--- src/rtl/child_collect_pkg.sv ---
// child_collect_pkg: shared types and defaults for the child response collector.
package child_collect_pkg;
    localparam int NUM_CHILD_DEF = 15;
    typedef enum logic [1:0] {IDLE, COLLECT, DONE} sweep_state_e;
    typedef logic [$clog2(NUM_CHILD_DEF)-1:0] child_idx_t;
endpackage

--- src/rtl/rr_arbiter.sv ---
// rr_arbiter: combinational round-robin grant, searching req upward from ptr with wrap.
module rr_arbiter #(
    parameter int NUM_CHILD = 15,
    parameter int IDX_W = $clog2(NUM_CHILD)
) (
    input  logic [NUM_CHILD-1:0] req,
    input  logic [IDX_W-1:0]     ptr,
    output logic [NUM_CHILD-1:0] grant
);
    logic [IDX_W:0]   s;
    logic [IDX_W-1:0] k;
    // Walk offsets from farthest to nearest so the closest requester after ptr wins.
    always_comb begin
        grant = '0;
        s = '0;
        k = '0;
        for (int i = NUM_CHILD - 1; i >= 0; i--) begin
            s = {1'b0, ptr} + (IDX_W+1)'(i);
            k = (s >= (IDX_W+1)'(NUM_CHILD)) ? IDX_W'(s - (IDX_W+1)'(NUM_CHILD)) : IDX_W'(s);
            if (req[k]) grant = NUM_CHILD'(1) << k;
        end
    end
endmodule

--- src/rtl/child_resp_collector.sv ---
// child_resp_collector: round-robin fan-in of child response beats into one registered
// stream, with a sweep FSM reporting when every child has responded.
module child_resp_collector
    import child_collect_pkg::*;
#(
    parameter int NUM_CHILD = NUM_CHILD_DEF,
    parameter int DATA_W = 32,
    parameter int IDX_W = $clog2(NUM_CHILD)
) (
    input  logic                        clk,
    input  logic                        rst_n,
    input  logic [NUM_CHILD-1:0]        child_valid,
    input  logic [NUM_CHILD*DATA_W-1:0] child_data,
    output logic [NUM_CHILD-1:0]        child_ready,
    output logic                        out_valid,
    input  logic                        out_ready,
    output logic [DATA_W-1:0]           out_data,
    output logic [IDX_W-1:0]            out_idx,
    input  logic                        sweep_start,
    output logic                        sweep_done,
    output logic [15:0]                 beat_cnt
);
    logic [NUM_CHILD-1:0] grant, accept_oh, seen_q, seen_d;
    logic [IDX_W-1:0]     rr_q, rr_d, gidx, out_idx_q, out_idx_d;
    logic [DATA_W-1:0]    gdata, out_data_q, out_data_d;
    logic [15:0]          cnt_q, cnt_d, cnt_base;
    logic                 out_valid_q, out_valid_d, load_en, accept;
    sweep_state_e         state_q, state_d;

    rr_arbiter #(.NUM_CHILD(NUM_CHILD), .IDX_W(IDX_W)) u_arb (
        .req   (child_valid),
        .ptr   (rr_q),
        .grant (grant)
    );

    assign load_en = !out_valid_q || out_ready;
    // rst_n gates ready so no child sees an accept while the collector is held in reset.
    assign child_ready = grant & {NUM_CHILD{load_en & rst_n}};
    assign accept_oh = child_valid & child_ready;
    assign accept = |accept_oh;

    always_comb begin
        gidx = '0;
        gdata = '0;
        for (int i = 0; i < NUM_CHILD; i++)
            if (grant[i]) begin
                gidx = IDX_W'(i);
                gdata = child_data[i*DATA_W +: DATA_W];
            end
    end

    always_comb begin
        out_valid_d = accept ? 1'b1 : out_valid_q & !out_ready;
        out_data_d = accept ? gdata : out_data_q;
        out_idx_d = accept ? gidx : out_idx_q;
        rr_d = !accept ? rr_q : (gidx == IDX_W'(NUM_CHILD - 1)) ? '0 : gidx + IDX_W'(1);
        cnt_base = sweep_start ? '0 : cnt_q;
        cnt_d = (accept && cnt_base != 16'hFFFF) ? cnt_base + 16'd1 : cnt_base;
        seen_d = (sweep_start || state_q == COLLECT) ? ((sweep_start ? '0 : seen_q) | accept_oh) : seen_q;
    end

    always_ff @(posedge clk or negedge rst_n) begin
        if (!rst_n) begin
            out_valid_q <= 1'b0;
            out_data_q <= '0;
            out_idx_q <= '0;
            rr_q <= '0;
            cnt_q <= '0;
            seen_q <= '0;
        end else begin
            out_valid_q <= out_valid_d;
            out_data_q <= out_data_d;
            out_idx_q <= out_idx_d;
            rr_q <= rr_d;
            cnt_q <= cnt_d;
            seen_q <= seen_d;
        end
    end

    always_ff @(posedge clk or negedge rst_n) begin
        if (!rst_n) state_q <= IDLE;
        else state_q <= state_d;
    end

    always_comb begin
        state_d = sweep_start ? COLLECT
                : (state_q == COLLECT && &(seen_q | accept_oh)) ? DONE : state_q;
    end

    always_comb begin
        sweep_done = (state_q == DONE);
    end

    assign out_valid = out_valid_q;
    assign out_data = out_data_q;
    assign out_idx = out_idx_q;
    assign beat_cnt = cnt_q;
endmodule

--- config.mk ---
export PLATFORM = sky130hd
export DESIGN_NAME = child_resp_collector
export DESIGN_NICKNAME = d
export VERILOG_FILES = /design/src/rtl/child_collect_pkg.sv /design/src/rtl/rr_arbiter.sv /design/src/rtl/child_resp_collector.sv
export SDC_FILE = /design/constraint.sdc
export NUM_CORES = 1
export LEC_CHECK = 0
export ABC_AREA = 1
export BUFFER_PORTS_ARGS = -buffer_cell sky130_fd_sc_hd__clkbuf_2
export CORE_AREA = 8 8 213 215
export DETAILED_ROUTE_END_ITERATION = 8
export DIE_AREA = 0 0 221 223
export HOLD_SLACK_MARGIN = 0.05
export PLACE_DENSITY = 0.67
export SLEW_MARGIN = 20
export SYNTH_ARGS = -nofsm -noshare
export SYNTH_HDL_FRONTEND = slang
export SYNTH_SLANG_ARGS = --single-unit
--- constraint.sdc ---
create_clock -name clk -period 5.25 [get_ports clk]
set_clock_uncertainty 0.1 [all_clocks]
set_input_delay 0.2625 -clock clk [delete_from_list [all_inputs] [get_ports clk]]
set_output_delay 0.2625 -clock clk [all_outputs]
set_load 0.005 [all_outputs]
# After elaboration in Yosys (flattened, before gate mapping)

Index checks and enable logic that the tools add are counted.

Order comparisons: 30
Add/subtract/negate cells: 31
Multiplexer cells: 96
Shifts and indexed selects: 15
Equality and inequality tests: 4
Bitwise logic cells: 6
Reduce and logical (&&, ||, !) cells: 9

Operator list:

| kind                  | count |
|---|---|
| $mux 32               | 15 |
| $mux 15               | 16 |
| $shl 1x4->15 const A  | 15 |
| $mux 4                | 28 |
| $lt 4x5->1 const B    | 15 |
| $ge 5x4->1 const B    | 14 |
| $bmux 1 s4            | 15 |
| $sub 4x4->4 const B   | 15 |
| $add 4x4->5 const B   | 7 |
| $mux 16               | 2 |
| $and 15x15->15        | 2 |
| $or 15x15->15         | 2 |
| $add 4x3->5 const B   | 4 |
| $mux 1                | 17 |
| $add 16x1->16 const B | 1 |
| $ne 16x16->1 const B  | 1 |
| $reduce_and 15->1     | 1 |
| $reduce_or 15->1      | 1 |
| $add 4x2->5 const B   | 2 |
| $mux 2                | 3 |
| $add 4x1->5 const B   | 1 |
| $add 4x1->4 const B   | 1 |
| $eq 4x4->1 const B    | 1 |
| $ge 4x4->1 const B    | 1 |
| 7 further kinds       | 11 |

Register bits after elaboration: 74
Input bits: 499
Output and inout port bits: 69
Word-level logic and storage cells: 198

# Depth between registers and ports, before layout

Gate-level depths: netlist of run 1.

Depth in word-level cells: 36
Mapped depth: 54
Depth with buffers taken out: 50

# By module

From an unflattened synthesis of run 1, not the netlist that was laid out.

Cells, all modules: 2,930
Area, all modules: 15,075.7 µm²

Modules (own cells, without submodules):

| module               | area each (µm²) | seq. area each (µm²) | cells an instance | times used |
|---|---|---|---|---|
| child_resp_collector | 7,803.7         | 1,851.8              | 1,354             | 1 |
| rr_arbiter           | 7,272.0         | 0.0                  | 1,576             | 1 |

# Least setup slack after synthesis of run 1

OpenSTA, ideal clock, no wires.

Path kind: register to register
Start: register rr_q[0]
End: register out_data_q[1] (netlist: out_data[1])
Setup slack: 447 ps
Library setup time: 116 ps
Required time: 5,034 ps
Stages on the path, launching flop included: 43
Period minus slack after synthesis: 4,803 ps
Arrival: 4,586 ps
Buffers on the path: 5
Cells stage by stage: dfrtp_1 -> inv_2 -> buf_2 -> clkbuf_1 -> ha_1 -> inv_2 -> nor2_2 -> nand3_1 -> nand2_1 -> nand2_2 -> nand2_2 -> nand2_1 -> o21ai_4 -> inv_2 -> a21oi_1 -> nand2_1 -> nand3_2 -> nand2_2 -> [... 7 more ...] -> nand2_1 -> nand2_1 -> nand2_1 -> nand2_1 -> nand2_1 -> nand3_1 -> nand3_1 -> nand2_1 -> buf_2 -> nand3_1 -> nand4_1 -> nor2_2 -> nand2_4 -> inv_4 -> buf_6 -> nor2_1 -> nand2_1 -> nand2_1

Longest elaborated chain between the ends: 35
Elaborated cells on any way between the ends: 137
Classes of those cells: add/sub: 29; order compare: 15; shift: 15; mux: 75; bitwise: 2; reduce/logical: 1

RTL lines:

| element                                   | RTL line                   | text |
|---|---|---|
| from (decl)                               | child_resp_collector.sv:24 | `logic [IDX_W-1:0] rr_q, rr_d, gidx, out_idx_q, out_idx_d;` |
| from (signal assigned)                    | child_resp_collector.sv:74 | `rr_q <= rr_d;` |
| $add 4x4->5                               | rr_arbiter.sv:18           | `s = {1'b0, ptr} + (IDX_W+1)'(i);` |
| $sub 4x4->4 or $ge 5x4->1 (tied branches) | rr_arbiter.sv:19           | `k = (s >= (IDX_W+1)'(NUM_CHILD)) ? IDX_W'(s - (IDX_W+1)'(NUM_CHILD)) : IDX_W'(s);` |
| $mux 4                                    | rr_arbiter.sv:19           |  |
| $bmux 1 s4                                | rr_arbiter.sv:20           | `if (req[k]) grant = NUM_CHILD'(1) << k;` |
| $mux 1 (not written as such)              | rr_arbiter.sv:20           |  |
| $mux 15 (14 in series)                    | rr_arbiter.sv:20           |  |
| $mux 15 (*)                               | rr_arbiter.sv:20           |  |
| $mux 32 (15 in series)                    | child_resp_collector.sv:46 | `if (grant[i]) begin` |
| to (signal assigned)                      | child_resp_collector.sv:72 | `out_data_q <= out_data_d;` |
| to (decl)                                 | child_resp_collector.sv:25 | `logic [DATA_W-1:0] gdata, out_data_q, out_data_d;` |

Mark *: on every way between the ends. The rest lies on a longest branch, timed or not. The select of a mux whose other input is x is not followed.
A chain may end at the register's enable or synchronous reset.

# Final worst setup path of run 1

Start: register rr_q[1]
End: register out_data_q[26] (netlist: out_data[26])

The elaborated chain is that of the path after synthesis.

==> out/qor.yml, run 1 <==
path_class: "flop to flop"
outcome: "finished with violations"
max_freq_mhz: 187
vias: 27600
die_width_um: 221
finalHoldViolCount: 0
min_path_type: "input pin to async pin"
whs_ns: 0.0736
required_ns: 5.43
num_io_pins: 568
rrSetupSlack_ns: -0.09
drive_gt1_share_pct: 40.3
dpl.hpwl_um: 82900
synth-edff-count: 0
syn_inst: 3335
syn-num-nets: 3852
period_share_pct: 102
cp-start-kind: "flop"
cts_root_buffer: "clkbuf_16"
cts_tree: "done"
slowest_delay_ns: 0.44
yosys_most_used_dff: "dfrtp_1"
fin_tns_setup_ns: -0.172
cts_buffers: 9
wl_per_cell_um: 21.9
core_sq_um: 42300
cts_buffer_depth: 2
grt_overflow: 0
setup_ws_ns: -0.0888
grt_util_met3_pct: 7.66
grt_max_degree: 75
critPathCaptureType: "flop"
clk_pin_slew_ns: 0.07
layout.nets: 4902
io_buffers: 567
layout.cells.non_filler: 4941
areaGrowthSynthToFinish_pct: 67.6
tightest_slew_ns: 1.00
maxSlewHeadroom_pct: 33.1
drv_cap: 0
grt_pass1_vias: 24700
fillerInstances: 3958
die-area_sq_um: 49300
worstPathMaxFanout: 8
crit_top_cell: "nand2_2"
rsz0062_at_grt: "yes"
period_needed_ns: 5.34
ys_ff_latch: 74
grt_use_total_pct: 37.8
yosys.area.top_type: "nand2_1"
grt.busiest_layer: "met2"
antenna_left: 0
rr_worst_depth: 45
netlist_top_cells_area: "nand2_1 29%, dfrtp_1 11%, nor2_1 10%, a21oi_1 10%, inv_1 7.5%"
postSynth.asyncResetShare_pct: 100
h-tree-depth: 3
grt_first_pass_wirelength_um: 146000
dr.pass1.iters: 7
yosysTopAreaCellShare_pct: 28.6
viasPerCell: 5.59
yosysUniqueCellTypes: 56
crit_slowest_cell: "nor2_1"
clock_latency_ns: 0.35
drc: 0
violations: "negative setup slack"
initial_utilization_pct: 38.6
drt_iter0_drc: 3566
ys.warnings.count: 0
arrival_ns: 5.52
rows: 76
syn_avg_cell_area_sq_um: 4.90
yosysSeqAreaShare_pct: 11.3
synth_common_cells: "1245 x nand2_1, 446 x nor2_1, 330 x a21oi_1"
setup_viol: 5
use_met1_pct: 43.7
chipHeight_um: 223
syn_area_sq_um: 16300
use_met2_pct: 62.2
antenna_found_initial: 10
dpl_worst_slack_ns: -0.255
routed_wl_um: 108000
clkSinkCount: 74
dp_cells: 4788
synth.most_common_cell: "nand2_1"
maxSlewViolCount: 0
gp_congestion: 1.15
## logic make-up after synthesis
family,share of synthesized area (%)
DFF,11.3
adders and majority gates,1.38
muxes,0.0612
and+or+nand+nor,50.4
xor gates and xnor gates,1.58
buffers and inverters,13.8
AOI/OAI and AO/OA,21.5
## flip-flops by register name, indices dropped and copies added, names as in the netlist
| name | cells |
|---|---|
| state_q | 2 |
| out_valid | 1 |
| rr_q | 4 |
| out_idx | 4 |
| out_data | 32 |
| seen_q | 15 |
| beat_cnt | 16 |
## final timing paths
kind	from	end
min in group clk	child_data[416]	out_data[0]
setup reg to reg	rr_q[1]	out_data[26]
setup / recovery	rr_q[1]	out_data[26]
hold reg to reg	out_idx[0]	out_idx[0]
hold / removal	rst_n	seen_q[7]
max in group asynchronous	rst_n	rr_q[2]
## critical path: cells and delay by family (launching register included)
kind            cells  cell delay, ns
simple gates       32            2.87
compound gates      4            0.62
fa+ha+maj           1            0.31
flops               1            0.42
buf+inv             8            0.93
## timing repair
action / 4_1_cts / 5_1_grt
pin swaps: 7 / 141
hold buffers: 1 / 0
endpoints found under the hold margin: 1 / 0
setup endpoints to repair: 59 / 72
resized for setup: 60 / 599
cloned: 1 / 19
buffers inserted: 9 / 104
## area by class of cell
cell class                 instances  area (sq um)  area share (%)
inverter                         379          1470            5.36
timing repair buffer            1206          8690            31.7
clock buffer                       9           225           0.822
sequential                        74          1850            6.76
tap                              546           683            2.49
antenna                            5          12.5          0.0457
clock inverter                     7          83.8           0.306
timing repair inverter             1          11.3          0.0411
multi-input combinational       2714         14400            52.4
## layer usage
layer | vias up | share of wire [%]
met1 | 12400 | 35
li1 | 12700 | -
met2 | 2013 | 45
met3 | 516 | 11
met4 | 4 | 8.9
met5 | - | 0.023
## through the flow
stage                     instance area (sq um)  utilization [%]
after floorplan                           16300                -
after global placement                    23300             55.0
after detailed placement                  23300             55.0
after CTS                                 24000             56.6
after global routing                      27400             64.8
final                                     27400             64.8
## cell usage in the layout (no fill, tap or decap), types with 6 or more instances in the layout
| master | count |
|---|---|
| inv_1 | 314 |
| nand2_8 | 6 |
| buf_12 | 46 |
| buf_8 | 7 |
| buf_6 | 39 |
| nand2_1 | 1017 |
| o21ai_2 | 22 |
| xor2_2 | 6 |
| a21oi_4 | 14 |
| nor2_1 | 400 |
| ha_4 | 7 |
| a21oi_2 | 30 |
| nand3_4 | 7 |
| xor2_1 | 15 |
| o21ai_4 | 13 |
| nand4_1 | 25 |
| nor2_2 | 36 |
| nand3_2 | 35 |
| ha_2 | 6 |
| o22ai_2 | 7 |
| dfrtp_1 | 73 |
| clkbuf_16 | 24 |
| o21ai_1 | 59 |
| inv_4 | 6 |
| clkbuf_2 | 566 |
| nor4_1 | 12 |
| nand2_4 | 62 |
| nand3_1 | 170 |
| buf_4 | 529 |
| o21ai_0 | 85 |
| inv_6 | 6 |
| nand2_2 | 192 |
| a21oi_1 | 294 |
| nor3_1 | 47 |
| o211ai_1 | 10 |
| a31oi_1 | 12 |
| nor2_4 | 19 |
| inv_2 | 51 |
| o22ai_1 | 42 |
Power of run 1 is left out: the tool's default activity adds up to more than one toggle a clock period on the data nets, which glitch-free logic cannot reach.
==> run 2: changes to the inputs <==
--- a/config.mk
+++ b/config.mk
@@ -8,9 +8,10 @@
 export ABC_AREA = 1
 export BUFFER_PORTS_ARGS = -buffer_cell sky130_fd_sc_hd__clkbuf_2
-export CORE_AREA = 8 8 213 215
+export CAP_MARGIN = 20
+export CORE_AREA = 2 2 219 221
 export DETAILED_ROUTE_END_ITERATION = 8
 export DIE_AREA = 0 0 221 223
 export HOLD_SLACK_MARGIN = 0.05
-export PLACE_DENSITY = 0.67
+export PLACE_DENSITY = 0.61
 export SLEW_MARGIN = 20
 export SYNTH_ARGS = -nofsm -noshare
==> constraint.sdc (replaced) <==
create_clock -name clk -period 5.25 [get_ports clk]
set_clock_uncertainty 0.1 [all_clocks]
set_input_delay 0.525 -clock clk [delete_from_list [all_inputs] [get_ports clk]]
set_output_delay 0.525 -clock clk [all_outputs]
set_load 0.005 [all_outputs]
==> out/qor.yml, run 2 (synthesized netlist as in run 1, its figures left out) <==
outcome: "finished with violations"
violations: "negative setup slack"
rows: 80  # +5.3%
maxSlewHeadroom_pct: 34.0  # +0.86 points
fin_tns_setup_ns: -0.0444  # +0.128 ns
die-area_sq_um: 49300  # unchanged
grt_use_total_pct: 37.3  # -0.52 points
cts_buffer_depth: 2  # unchanged
drv_cap: 0  # unchanged
cts_tree: "done"
min_path_type: "input pin to flop"
num_io_pins: 568  # unchanged
period_needed_ns: 5.27  # -0.0720 ns
rsz0062_at_grt: "yes"
antenna_found_initial: 2  # -8
required_ns: 5.39  # -0.04 ns
worstPathMaxFanout: 7  # -1
endpoint: "out_data[19]"
period_share_pct: 100  # -1.4 points
arrival_ns: 5.41  # -0.11 ns
clock_latency_ns: 0.35  # about the same
chipHeight_um: 223  # unchanged
fillerInstances: 5001  # +26%
critPathLaunch: "rr_q[1]"
cp-start-kind: "flop"
routed_wl_um: 100000  # -7.3%
final_common_cell: "nand2_1"
antenna_left: 0  # unchanged
h-tree-depth: 3  # unchanged
io_buffers: 567  # unchanged
drive_gt1_share_pct: 39.0  # -1.3 points
cts_buffers: 9  # unchanged
grt_max_degree: 75  # unchanged
gp_congestion: 1.05  # -8.0%
setup_viol: 4  # -1
clk_pin_slew_ns: 0.07  # about the same
finalHoldViolCount: 0  # unchanged
areaGrowthSynthToFinish_pct: 61.9
grt_pass1_vias: 24200  # -1.9%
crit_slowest_cell: "dfrtp_1"
tightest_slew_ns: 0.986  # -0.0165 ns
dr.pass1.iters: 6  # -1
dpl.hpwl_um: 81600  # -1.5%
core_sq_um: 47100  # +11%
setup_ws_ns: -0.0168  # +0.0720 ns
grt_overflow: 0  # unchanged
r2r-start: "rr_q[1]"
cts_root_buffer: "clkbuf_16"
drt_iter0_drc: 2919  # -18%
die_width_um: 221  # unchanged
grt_first_pass_wirelength_um: 141000  # -3.3%
hold_buffers: 0  # -1
crit_top_cell: "nand2_1"
drc: 0  # unchanged
clkSinkCount: 74  # unchanged
vias: 26200  # -5.1%
r2r_end: "out_data[19]"
maxSlewViolCount: 0  # unchanged
viasPerCell: 5.28  # -5.6%
whs_ns: 0.265  # +0.191 ns
path_class: "flop to flop"
initial_utilization_pct: 34.7  # -4.0 points
final_cell_mix: "1020 x nand2_1, 565 x clkbuf_2, 507 x buf_4"
largest_reg_flops: 32  # unchanged
rrSetupSlack_ns: -0.02  # +0.07 ns
critPathCaptureType: "flop"
max_freq_mhz: 190  # +1.4%
layout.nets: 4866  # -0.73%
rr_worst_depth: 44  # -2.2%
wl_per_cell_um: 20.1  # -7.9%
slowest_delay_ns: 0.42  # -0.02 ns
==> run 2: cell count changes in the layout (fill, tap and decap cells not counted), moves of 15 or more <==
cell     change
buf_4       -22
a21oi_1     -22
nand3_2     -15
nand2_4     -19
nand2_2     +18
a21oi_2     +27
buf_12      -15
nand3_1     +20
==> run 2: what timing repair did <==
item	4_1_cts	5_1_grt
gates resized for setup	83	485
buffers inserted	7	60
cloned	3	16
setup endpoints to repair	50	74
pin swaps	17	161
==> run 2: worst min-delay path by stage <==
stage                     startpoint           to  slack, ns  cells after the start
after floorplan                rst_n  beat_cnt[0]       0.13                      0
after global placement    out_idx[3]   out_idx[3]       0.36                      2
after detailed placement  out_idx[3]   out_idx[3]       0.37                      2
after CTS                  out_ready    out_valid       0.26                      2
after global routing       out_ready    out_valid       0.27                      2
final                      out_ready    out_valid       0.26                      2
==> run 2: per-layer routing <==
layer	GRT usage, %	share of wire, %
met5	0	0.0090
met1	45.2	38
met2	59.3	44
met3	7.40	9.3
met4	26.0	8.5
==> run 2: per-stage QoR <==
stage                     cells  util [%]  setup WS [ns]  area [sq um]
after floorplan            3335         -          0.293         16300
after global placement     4876      49.6         -0.239         23400
after detailed placement   4876      49.6         -0.325         23400
after CTS                  4902      51.2        0.00255         24100
after global routing       4970      56.2         -0.323         26500
final                      4970      56.2        -0.0168         26500
==> run 2: cell type report <==
type | instances | area, sq um | area share (%)
antenna | 1 | 2.50 | 0.00945
clock buffer | 10 | 239 | 0.903
clock inverter | 6 | 48.8 | 0.184
inverter | 379 | 1450 | 5.47
multi-input combinational | 2714 | 13800 | 52.3
sequential | 74 | 1850 | 7.00
tap | 615 | 769 | 2.91
timing repair buffer | 1168 | 8220 | 31.1
timing repair inverter | 3 | 48.8 | 0.184
==> run 2: worst max-delay path: cells and delay by family, from the launching register on <==
kind	cells	cell delay, ns
AOI/OAI and AO/OA	6	0.75
adders and majority gates	1	0.20
buffers and inverters	9	1.19
DFF	1	0.42
and+or+nand+nor	28	2.50
Power of run 2 is left out for the same reason.
